<file path="src/rtl/mem_arbiter.sv">
// mem_arbiter: arbitrates a single physical memory port between L2 line fills
// and write-buffer drains. Fills normally win, but a write-back that has been
// passed over STARVE_LIMIT times in a row is granted next. A fill that hits
// the line sitting in the write buffer is served straight from the buffer
// (forward) without touching memory; the buffered line still drains later.
//
// Ports
//   clk, reset_n                 single clock, async active-low reset
//   l2_read, l2_addr             fill request (held until l2_resp)
//   l2_rdata, l2_resp            fill data and one-cycle completion pulse
//   ewb_req, ewb_addr, ewb_data  write buffer dirty line awaiting drain
//   ewb_ack                      one-cycle pulse, line written to memory
//   pmem_read, pmem_write        memory strobes (never both high)
//   pmem_address, pmem_wdata     byte address {line, 4'b0000} and write data
//   pmem_rdata, pmem_resp        memory read data and completion
//
// state | meaning
// ------+-----------------------------------------------------------
// IDLE  | arbitrate; latch address/data of the granted request
// READ  | pmem_read high until pmem_resp, then capture fill data
// WRITE | pmem_write high until pmem_resp
// FWD   | one cycle, l2_rdata comes from the write buffer, no memory access
// GAP   | one quiet cycle so requesters can drop or refresh requests
module mem_arbiter #(
  parameter int STARVE_LIMIT = 4
) (
  input  logic         clk,
  input  logic         reset_n,
  input  logic         l2_read,
  input  logic [11:0]  l2_addr,
  output logic [127:0] l2_rdata,
  output logic         l2_resp,
  input  logic         ewb_req,
  input  logic [11:0]  ewb_addr,
  input  logic [127:0] ewb_data,
  output logic         ewb_ack,
  output logic         pmem_read,
  output logic         pmem_write,
  output logic [15:0]  pmem_address,
  output logic [127:0] pmem_wdata,
  input  logic [127:0] pmem_rdata,
  input  logic         pmem_resp
);

  localparam int CNT_W = (STARVE_LIMIT < 1) ? 1 : $clog2(STARVE_LIMIT + 1);
  localparam logic [CNT_W-1:0] LIMIT = CNT_W'(STARVE_LIMIT);

  typedef enum logic [2:0] {
    IDLE  = 3'd0,
    READ  = 3'd1,
    WRITE = 3'd2,
    FWD   = 3'd3,
    GAP   = 3'd4
  } state_t;

  state_t           state;
  state_t           state_nxt;
  logic [CNT_W-1:0] starve_cnt;
  logic             grant_fwd;
  logic             grant_read;
  logic             grant_write;

  always_ff @(posedge clk or negedge reset_n) begin
    if (!reset_n) begin
      state <= IDLE;
    end else begin
      state <= state_nxt;
    end
  end

  always_comb begin
    state_nxt   = state;
    grant_fwd   = 1'b0;
    grant_read  = 1'b0;
    grant_write = 1'b0;
    pmem_read   = 1'b0;
    pmem_write  = 1'b0;
    case (state)
      IDLE: begin
        if (l2_read && ewb_req && (l2_addr == ewb_addr)) begin
          grant_fwd = 1'b1;
          state_nxt = FWD;
        end else if (l2_read && (!ewb_req || (starve_cnt < LIMIT))) begin
          // A saturated counter only blocks reads while a write is actually
          // waiting; with no write-back pending the fill must still proceed.
          grant_read = 1'b1;
          state_nxt  = READ;
        end else if (ewb_req) begin
          grant_write = 1'b1;
          state_nxt   = WRITE;
        end
      end
      READ: begin
        pmem_read = 1'b1;
        if (pmem_resp) state_nxt = GAP;
      end
      WRITE: begin
        pmem_write = 1'b1;
        if (pmem_resp) state_nxt = GAP;
      end
      FWD:     state_nxt = GAP;
      GAP:     state_nxt = IDLE;
      default: state_nxt = IDLE;
    endcase
  end

  // Response pulses are registered: they default low every cycle and are set
  // only on the edge that completes a transaction, so each is one cycle wide.
  always_ff @(posedge clk or negedge reset_n) begin
    if (!reset_n) begin
      l2_rdata     <= '0;
      l2_resp      <= 1'b0;
      ewb_ack      <= 1'b0;
      pmem_address <= '0;
      pmem_wdata   <= '0;
      starve_cnt   <= '0;
    end else begin
      l2_resp <= 1'b0;
      ewb_ack <= 1'b0;

      if (grant_fwd) begin
        l2_rdata <= ewb_data;
        l2_resp  <= 1'b1;
      end

      if (grant_read) begin
        pmem_address <= {l2_addr, 4'b0000};
        if (!ewb_req) begin
          starve_cnt <= '0;
        end else if (starve_cnt != LIMIT) begin
          starve_cnt <= starve_cnt + CNT_W'(1);
        end
      end

      if (grant_write) begin
        pmem_address <= {ewb_addr, 4'b0000};
        pmem_wdata   <= ewb_data;
        starve_cnt   <= '0;
      end

      if ((state == READ) && pmem_resp) begin
        l2_rdata <= pmem_rdata;
        l2_resp  <= 1'b1;
      end

      if ((state == WRITE) && pmem_resp) begin
        ewb_ack <= 1'b1;
      end
    end
  end

endmodule

</file>
<file path="config.mk">
export PLATFORM = sky130hd
export DESIGN_NAME = mem_arbiter
export DESIGN_NICKNAME = d
export VERILOG_FILES = /design/src/rtl/mem_arbiter.sv
export SDC_FILE = /design/constraint.sdc
export NUM_CORES = 1
export LEC_CHECK = 0
export ABC_CLOCK_PERIOD_IN_PS = 3970
export CAP_MARGIN = 10
export CORE_AREA = 2 2 217 219
export CTS_CLUSTER_SIZE = 8
export DETAILED_ROUTE_END_ITERATION = 7
export DIE_AREA = 0 0 219 221
export PLACE_DENSITY = 0.64
export SLEW_MARGIN = 20
export SYNTH_ARGS = -nofsm -noshare
export SYNTH_HDL_FRONTEND = slang
export SYNTH_SLANG_ARGS = --single-unit
</file>
<file path="constraint.sdc">
create_clock -name clk -period 3.97 [get_ports clk]
set_clock_uncertainty 0.1 [all_clocks]
set_input_delay 0.397 -clock clk [delete_from_list [all_inputs] [get_ports clk]]
set_output_delay 0.397 -clock clk [all_outputs]
set_load 0.05 [all_outputs]
</file>
==> metrics.yaml, run 1 <==
worst_setup_path:
  slowest_delay_ns: 0.66
  ff2ff_path_depth: 5
  critPathKind: "flop to flop"
  cp.depth: 5
  crit_path_start_kind: "flop"
  cp.required_ns: 4.35
  rr_startpoint: "state[1]$_DFFE_PN0P_"
  critPathCapture: "l2_rdata[81]$_DFFE_PN0P_"
  crit_family: "buffers and inverters"
  reg2reg_to: "l2_rdata[81]$_DFFE_PN0P_"
  cp_slowest_cell: "buf_4"
  regToRegSetupSlack_ns: 1.27
  end_kind: "flop"
  cpMostUsedCell: "buf_4"
  crit_fanout: 69
  critPathBufInv: 2
  cp_data_arrival_time_ns: 3.08
  worstSetupStartpoint: "state[1]$_DFFE_PN0P_"
  crit_chain: "nor3b_4 -> buf_4 -> buf_4 -> and3_1 -> a221o_1"
power:
  vdd_ir_drop_max_uv: 551.6
  p_per_area_nw_per_um2: 992.5
  p_leak_uw: 0.008435
  power_uw: 19060
floorplanning:
  die_x_um: 219
  io_pins: 561
  num_rows: 79
  die_h_um: 221
  coreArea_um2: 46060
  die_area_um2: 48400
  start_util: 0.2622
timing:
  tightest_slew_ns: 0.9353
  holdWs_ns: 0.3070
  drv_slew: 0
  fmax_mhz: 370.3
  rsz0062_at_grt: "false"
  finalCriticalPeriod_ns: 2.700
  maxSlewHeadroom: 0.3765
  tns_ns: 0
  setup_viol: 0
  fin_crit_sh: 0.6801
  final_hold_viol_count: 0
layout:
  syn2layout_area_growth_pct: 58.99
  fin_cells: 1972
  finalInstanceArea_um2: 19200
  fillCellCount: 4326
  nNetsFinal: 1649
  drive_gt1_frac: 0.1612
  diodes: 0
placed_design:
  dp.cells: 1926
  dpl-instance-area_um2: 18140
  portBuffers: 556
  hpwl_um: 29410
  gp_congestion: 0.8358
synth:
  syn_inst: 822
  synth.area.top_cells: "dfrtp_1, mux2_4, a221o_1"
  synth_cell_types: 37
  yosys_warnings: 0
  yosysMostFrequentCell: "dfrtp_1"
  ys_ff_latch: 276
  synth_top_area_frac: 0.5718
  synth-seq-area-share: 0.5718
  synth-main-ff-cell: "dfrtp_1"
  syn_area_um2: 12080
  syn_avg_cell_area_um2: 14.69
  yosysTopAreaCell: "dfrtp_1"
  yosys-top-cells-count: "dfrtp_1, and3_1, a221o_1, mux2_4, clkbuf_1"
  async_flop_share: 1.000
  synth_edf_count: 0
global_routing:
  grt_max_degree: 122
  antenna_found_initial: 1
  grt_pass1_vias: 10170
  grt_first_pass_wirelength_um: 64670
  overflow: 0
  grt_usage: 0.1732
clocking:
  cts.clk_slew.worst_paths_ns: 0.05
  clk_latency_ns: 0.53
  cts_resized: 0
  clockBufferDepth: 3
  clockRootBuffer: "clkbuf_16"
  cts_sinks: 276
  cts_tree: "done"
  cts_buffers: 40
  cts_max_level: 2
routing:
  drtIter0Drc: 545
  postRouteAntennaNets: 0
  drt_first_pass_iters: 6
  drc: 0
  wire_per_inst_um: 21.70
  vias: 9576
  routed_wl_um: 42790
  via_per_inst: 4.856
status:
  outcome: "complete, no violations"
job:
  maxCapViolCount: 0
min_path:
  hold_class: "primary input to flop"
## state kept, by name (all words and copies together) (netlist names)
| name | count |
|---|---|
| l2_rdata | 128 |
| pmem_wdata | 128 |
| pmem_address | 12 |
| starve_cnt | 3 |
| state | 3 |
| ewb_ack | 1 |
| l2_resp | 1 |
## kinds of logic after synthesis
| kind of cell | share of synthesized area |
|---|---|
| buffers and inverters | 0.04289 |
| flip-flops | 0.5718 |
| multiplexers | 0.1799 |
| AND/OR/NAND/NOR | 0.08381 |
| XOR/XNOR | 0.008702 |
| AO/OA/AOI/OAI | 0.1104 |
| adder cells (fa/ha/maj) | 0.002072 |
| other | 0.0003105 |
## per-layer routing
layer / global-route usage / share of wire
met1: 0.2116 / 0.40
met2: 0.2821 / 0.47
met3: 0.05801 / 0.089
met4: 0.06517 / 0.033
met5: 0 / 0.00026
## where the power goes
group	switching, uW	internal, uW
Clock	1190	1810
Combinational	6760	4240
Sequential	866	4190
Total	8820	10200
## worst min-delay path by stage
stage,from,to,slack (ns),cells after the start
after global placement,pmem_address[9]$_DFFE_PN0P_,pmem_address[9]$_DFFE_PN0P_,0.38,1
after CTS,pmem_resp,state[2]$_DFFE_PN0P_,0.26,3
after floorplan,reset_n,ewb_ack$_DFF_PN0_,0.001,0
after detailed placement,pmem_address[8]$_DFFE_PN0P_,pmem_address[8]$_DFFE_PN0P_,0.38,1
after global routing,pmem_resp,state[2]$_DFFE_PN0P_,0.31,3
final,pmem_resp,state[2]$_DFFE_PN0P_,0.31,3
## per-stage QoR
stage,setup slack (ns),util
after floorplan,1.720,-
after global placement,0.8680,0.3938
after detailed placement,0.8709,0.3938
after CTS,1.288,0.4169
after global routing,1.166,0.4169
final,1.270,0.4169
## area by class of cell
type,instances,area (um2),share of cell area
timing repair buffer,570,5776,0.3008
sequential,276,6907,0.3597
inverter,6,22.52,0.001173
clock buffer,42,1030,0.05363
clock inverter,3,22.52,0.001173
tap,607,759.5,0.03955
multi-input combinational,468,4686,0.2440
## cells in the final DEF (no fill, tap or decap), drive strengths merged, types with 3 or more instances in the layout
cell           netlist  layout
inv                  6       8
conb                 1       4
a221o              120     120
o221a                6       6
nor4                 3       3
clkbuf              31      42
nand2               10      10
mux2               153     153
xnor2               12      12
dfrtp              276     276
nand2b               6       6
nand4                5       5
buf                 44      15
and3               121     121
nand3                5       5
clkdlybuf4s50        0     554
nor2                 3       3
## worst reg2reg max path: cells and delay by family, from the launching register on
family,cells,cell delay [ns]
buffers and inverters,2,1.22
AOI/OAI and AO/OA,1,0.13
DFF,1,0.45
and+or+nand+nor,2,0.74
## timing repair
action	in CTS	in global routing
hold endpoints to repair	111	0
hold buffers	1	0
buffers inserted	0	0
Power figures use the tool's default switching activity.
==> run 2, diff against run 1 <==
--- a/config.mk
+++ b/config.mk
@@ -5,12 +5,12 @@
 export SDC_FILE = /design/constraint.sdc
 export NUM_CORES = 1
 export LEC_CHECK = 0
-export ABC_CLOCK_PERIOD_IN_PS = 3970
+export ABC_CLOCK_PERIOD_IN_PS = 2700
 export CAP_MARGIN = 10
-export CORE_AREA = 2 2 217 219
+export CORE_AREA = 2 2 218 220
 export CTS_CLUSTER_SIZE = 8
 export DETAILED_ROUTE_END_ITERATION = 7
-export DIE_AREA = 0 0 219 221
+export DIE_AREA = 0 0 220 222
 export PLACE_DENSITY = 0.64
 export SLEW_MARGIN = 20
 export SYNTH_ARGS = -nofsm -noshare
==> constraint.sdc (replaced) <==
create_clock -name clk -period 2.7 [get_ports clk]
set_clock_uncertainty 0.1 [all_clocks]
set_input_delay 0.27 -clock clk [delete_from_list [all_inputs] [get_ports clk]]
set_output_delay 0.27 -clock clk [all_outputs]
set_load 0.05 [all_outputs]
==> metrics.yaml, run 2 (synthesis gave the netlist of run 1 again) <==
power:
  vdd_ir_drop_max_uv: 843.0
  p_per_area_nw_per_um2: 1454
  internal_power_uw: 15060
  p_leak_uw: 0.008476
  switching_power_uw: 12970
  pwr-share-comb: 0.581
  clkPwrFrac: 0.155
  p_seq_frac: 0.264
  swShare: 0.4626
clocking:
  cts_sinks: 276
  cts_buffers: 40
  clockRootBuffer: "clkbuf_16"
  cts_tree: "done"
  clk_latency_ns: 0.53
  cts_max_level: 2
  cts_resized: 0
  clockBufferDepth: 3
  cts.clk_slew.worst_paths_ns: 0.05
routing:
  met3_length_um: 3886
  wl_met2_um: 20200
  top_layer_used: "met4"
  drtIter0Drc: 571
  routed_wl_um: 41930
  postRouteAntennaNets: 0
  vias: 9505
  wl_met1_um: 16470
  wire_per_inst_um: 21.19
  drc: 0
  drt_first_pass_iters: 4
  via_per_inst: 4.803
layout:
  drive_gt1_frac: 0.1656
  final_util: 0.4167
  final_cell_mix: "clkdlybuf4s50_1, dfrtp_1, and3_1"
  fillCellCount: 4343
  final_common_cell: "clkdlybuf4s50_1"
  nNetsFinal: 1656
  syn2layout_area_growth_pct: 59.59
  largestRegisters: "l2_rdata x128, pmem_wdata x128, pmem_address x12"
timing:
  tns_ns: 0
  drv_slew: 0
  fmax_mhz: 405.0
  rsz0062_at_grt: "false"
  fin_ws_ns: 0.2309
  setup_viol: 0
  fin_crit_sh: 0.9145
  tightest_slew_ns: 0.7156
  maxSlewHeadroom: 0.5214
  finalCriticalPeriod_ns: 2.469
  final_hold_viol_count: 0
worst_setup_path:
  cp_data_arrival_time_ns: 2.10
  critPathKind: "flop to output port"
  cp.required_ns: 2.33
  crit_path_start_kind: "flop"
  crit_fanout: 5
  end_kind: "output port"
  ff2ff_path_depth: 4
global_routing:
  antenna_found_initial: 1
  overflow: 0
  grt_max_degree: 127
  grt_first_pass_wirelength_um: 62970
  grt_usage: 0.1670
  grt_pass1_vias: 10060
floorplanning:
  num_rows: 79
  coreArea_um2: 46260
  die_x_um: 220
  die_h_um: 222
  start_util: 0.2611
  die_area_um2: 48840
  io_pins: 561
placed_design:
  gp_congestion: 0.8211
  portBuffers: 556
  place_ws_ns: -0.001804
  hpwl_um: 29500
job:
  maxCapViolCount: 0
status:
  outcome: "complete, no violations"
min_path:
  hold_class: "primary input to asynchronous set/reset pin"
run 2: critical path, stage by stage, from the launching register on:
cell and delay, ns:
dfrtp_1 0.44, nor2_1 0.14, nand2_1 0.09, inv_1 0.07, clkdlybuf4s50_1 0.83
run 2: worst paths after layout:
| check | endpoint | slack (ns) | startpoint |
|---|---|---|---|
| max | pmem_write | 0.23 | state[2]$_DFFE_PN0P_ |
| min | pmem_wdata[25]$_DFFE_PN0N_ | 0.19 | reset_n |
| max reg2reg | pmem_wdata[4]$_DFFE_PN0N_ | 0.24 | state[1]$_DFFE_PN0P_ |
| min reg2reg | pmem_address[9]$_DFFE_PN0P_ | 0.39 | pmem_address[9]$_DFFE_PN0P_ |
| max in group asynchronous | l2_rdata[93]$_DFFE_PN0P_ | 1.44 | reset_n |
| min in group clk | l2_rdata[67]$_DFFE_PN0P_ | 0.23 | pmem_rdata[67] |
run 2: repair_timing:
item / in CTS / in global routing
buffers inserted: 0 / 0
hold buffers: 1 / 0
hold endpoints to repair: 59 / 0
run 2: metal layers:
metal	up-vias	GRT usage
met5	-	0
met4	0	0.06062
met3	73	0.05405
met2	449	0.2791
met1	4773	0.1996
li1	4210	-
run 2: final cells by class:
type / count / area, um2 / area share
multi-input combinational: 468 / 4686 / 0.2431
clock inverter: 3 / 30.03 / 0.001558
inverter: 6 / 22.52 / 0.001168
timing repair buffer: 577 / 5863 / 0.3042
clock buffer: 41 / 1005 / 0.05213
antenna: 1 / 2.502 / 0.0001298
sequential: 276 / 6907 / 0.3583
tap: 607 / 759.5 / 0.03940
run 2: power by group through the flow:
stage | Combinational [uW] | Sequential [uW] | Clock (uW)
finish | 16300 | 7400 | 4350
global route | 16800 | 7650 | 4690
CTS | 16400 | 7410 | 4520
detailed placement | 16300 | 7370 | 0
global placement | 16200 | 7370 | 0
floorplan | 3820 | 14100 | 0
run 2: stage by stage:
stage                     instance area [um2]  hold WS, ns  instances  power (uW)
final                                   19270       0.1941       1979       28030
after global routing                    19270       0.2233       1978       29170
after CTS                               19270       0.1992       1978       28300
after detailed placement                18230       0.1811       1933       23720
after global placement                  18230       0.1762       1933       23570
after floorplan                         12090      -0.1256        825       17950
==> run 3, diff against run 2 <==
--- a/config.mk
+++ b/config.mk
@@ -8,6 +8,7 @@
 export ABC_CLOCK_PERIOD_IN_PS = 2700
 export CAP_MARGIN = 10
 export CORE_AREA = 2 2 218 220
+export CTS_CLUSTER_DIAMETER = 50
 export CTS_CLUSTER_SIZE = 8
 export DETAILED_ROUTE_END_ITERATION = 7
 export DIE_AREA = 0 0 220 222
==> metrics.yaml, run 3 (synthesis gave the netlist of run 1 again) <==
worst_setup_path:
  crit_fanout: 6
  critPathKind: "flop to output port"
  ff2ff_path_depth: 4
  critPathCapture: "pmem_write"
  worstSetupStartpoint: "state[0]$_DFFE_PN0P_"
  reg2reg_to: "pmem_wdata[4]$_DFFE_PN0N_"
  end_kind: "output port"
  regToRegSetupSlack_ns: 0.27
  rr_startpoint: "state[1]$_DFFE_PN0P_"
  cp.required_ns: 2.33
  cp_data_arrival_time_ns: 2.10
  crit_path_start_kind: "flop"
clocking:
  cts_tree: "done"
  clockRootBuffer: "clkbuf_16"
  post_cts_buffers: 0
  cts_resized: 0
  clk_latency_ns: 0.53
  clockBufferDepth: 3
  hold_buffers: 1
  cts_buffers: 42
  cts_sinks: 276
  cts.clk_slew.worst_paths_ns: 0.05
  cts_max_level: 2
placed_design:
  place_ws_ns: -0.001804
  gp_congestion: 0.8211
  dpl-instance-area_um2: 18230
  hpwl_um: 29500
  portBuffers: 556
routing:
  drtIter0Drc: 584
  postRouteAntennaNets: 0
  vias: 9528
  via_per_inst: 4.800
  drt_first_pass_iters: 5
  routed_wl_um: 41900
  drc: 0
  wire_per_inst_um: 21.11
layout:
  finalInstanceArea_um2: 19390
  fillCellCount: 4326
  final_common_cell: "clkdlybuf4s50_1"
  nNetsFinal: 1658
  syn2layout_area_growth_pct: 60.57
  final_util: 0.4192
  largestRegisters: "l2_rdata x128, pmem_wdata x128, pmem_address x12"
  final_cell_mix: "clkdlybuf4s50_1, dfrtp_1, and3_1"
  drive_gt1_frac: 0.1685
timing:
  fin_crit_sh: 0.9156
  tightest_slew_ns: 0.7160
  setup_viol: 0
  fin_ws_ns: 0.2277
  rsz0062_at_grt: "false"
  maxSlewHeadroom: 0.5212
  final_hold_viol_count: 0
  finalCriticalPeriod_ns: 2.472
  fmax_mhz: 404.5
  drv_slew: 0
  tns_ns: 0
floorplanning:
  io_pins: 561
  num_rows: 79
  start_util: 0.2611
  coreArea_um2: 46260
  die_h_um: 222
  die_x_um: 220
  die_area_um2: 48840
global_routing:
  grt_usage: 0.1671
  antenna_found_initial: 1
  grt_first_pass_wirelength_um: 62990
  overflow: 0
  grt_max_degree: 127
  grt_pass1_vias: 10110
status:
  outcome: "complete, no violations"
min_path:
  hold_class: "primary input to asynchronous set/reset pin"
power:
  p_leak_uw: 0.008533
  p_per_area_nw_per_um2: 1463
  vdd_ir_drop_max_uv: 841.6
job:
  maxCapViolCount: 0
-- run 3: cell type report --
type	count	area, um2	area share
diodes	1	2.502	0.0001290
clock inverters	4	56.30	0.002903
flip-flops and latches	276	6907	0.3561
repair buffers	577	5863	0.3023
well taps	607	759.5	0.03916
clock buffers	46	1097	0.05658
inverters	6	22.52	0.001161
multi-input cells	468	4686	0.2416
-- run 3: stage by stage --
stage               instances  hold slack, ns  power [uW]
floorplan                 825         -0.1256       17950
global placement         1933          0.1762       23570
detailed placement       1933          0.1811       23720
CTS                      1984          0.1895       28660
global route             1984          0.2213       29540
finish                   1985          0.2026       28380
-- run 3: per-layer routing --
layer  share of wire  global-route usage  vias up
li1                -                   -     4233
met2            0.48              0.2792      449
met3           0.091             0.05350       80
met5               0                   0        -
met4           0.034             0.06149        0
met1            0.39              0.1998     4766
-- run 3: worst min-delay path by stage --
stage / to / startpoint / depth (start not counted)
after floorplan: ewb_ack$_DFF_PN0_ / reset_n / 0
after global placement: l2_rdata[28]$_DFFE_PN0P_ / reset_n / 1
after detailed placement: l2_rdata[28]$_DFFE_PN0P_ / reset_n / 1
after CTS: l2_rdata[67]$_DFFE_PN0P_ / pmem_rdata[67] / 3
after global routing: pmem_wdata[25]$_DFFE_PN0N_ / reset_n / 2
final: pmem_wdata[25]$_DFFE_PN0N_ / reset_n / 2
-- run 3: worst max-delay path: stages, from the launching register on --
cell	delay (ns)
dfrtp_1	0.43
nor2_1	0.15
nand2_1	0.09
inv_1	0.07
clkdlybuf4s50_1	0.83
-- run 3: power breakdown --
group          leakage, uW  internal (uW)  switching [uW]  total (uW)
Sequential         0.00336           6170            1230        7390
Clock             0.000566           2930            1780        4710
Combinational      0.00461           6290            9990       16300
Total              0.00853          15400           13000       28400
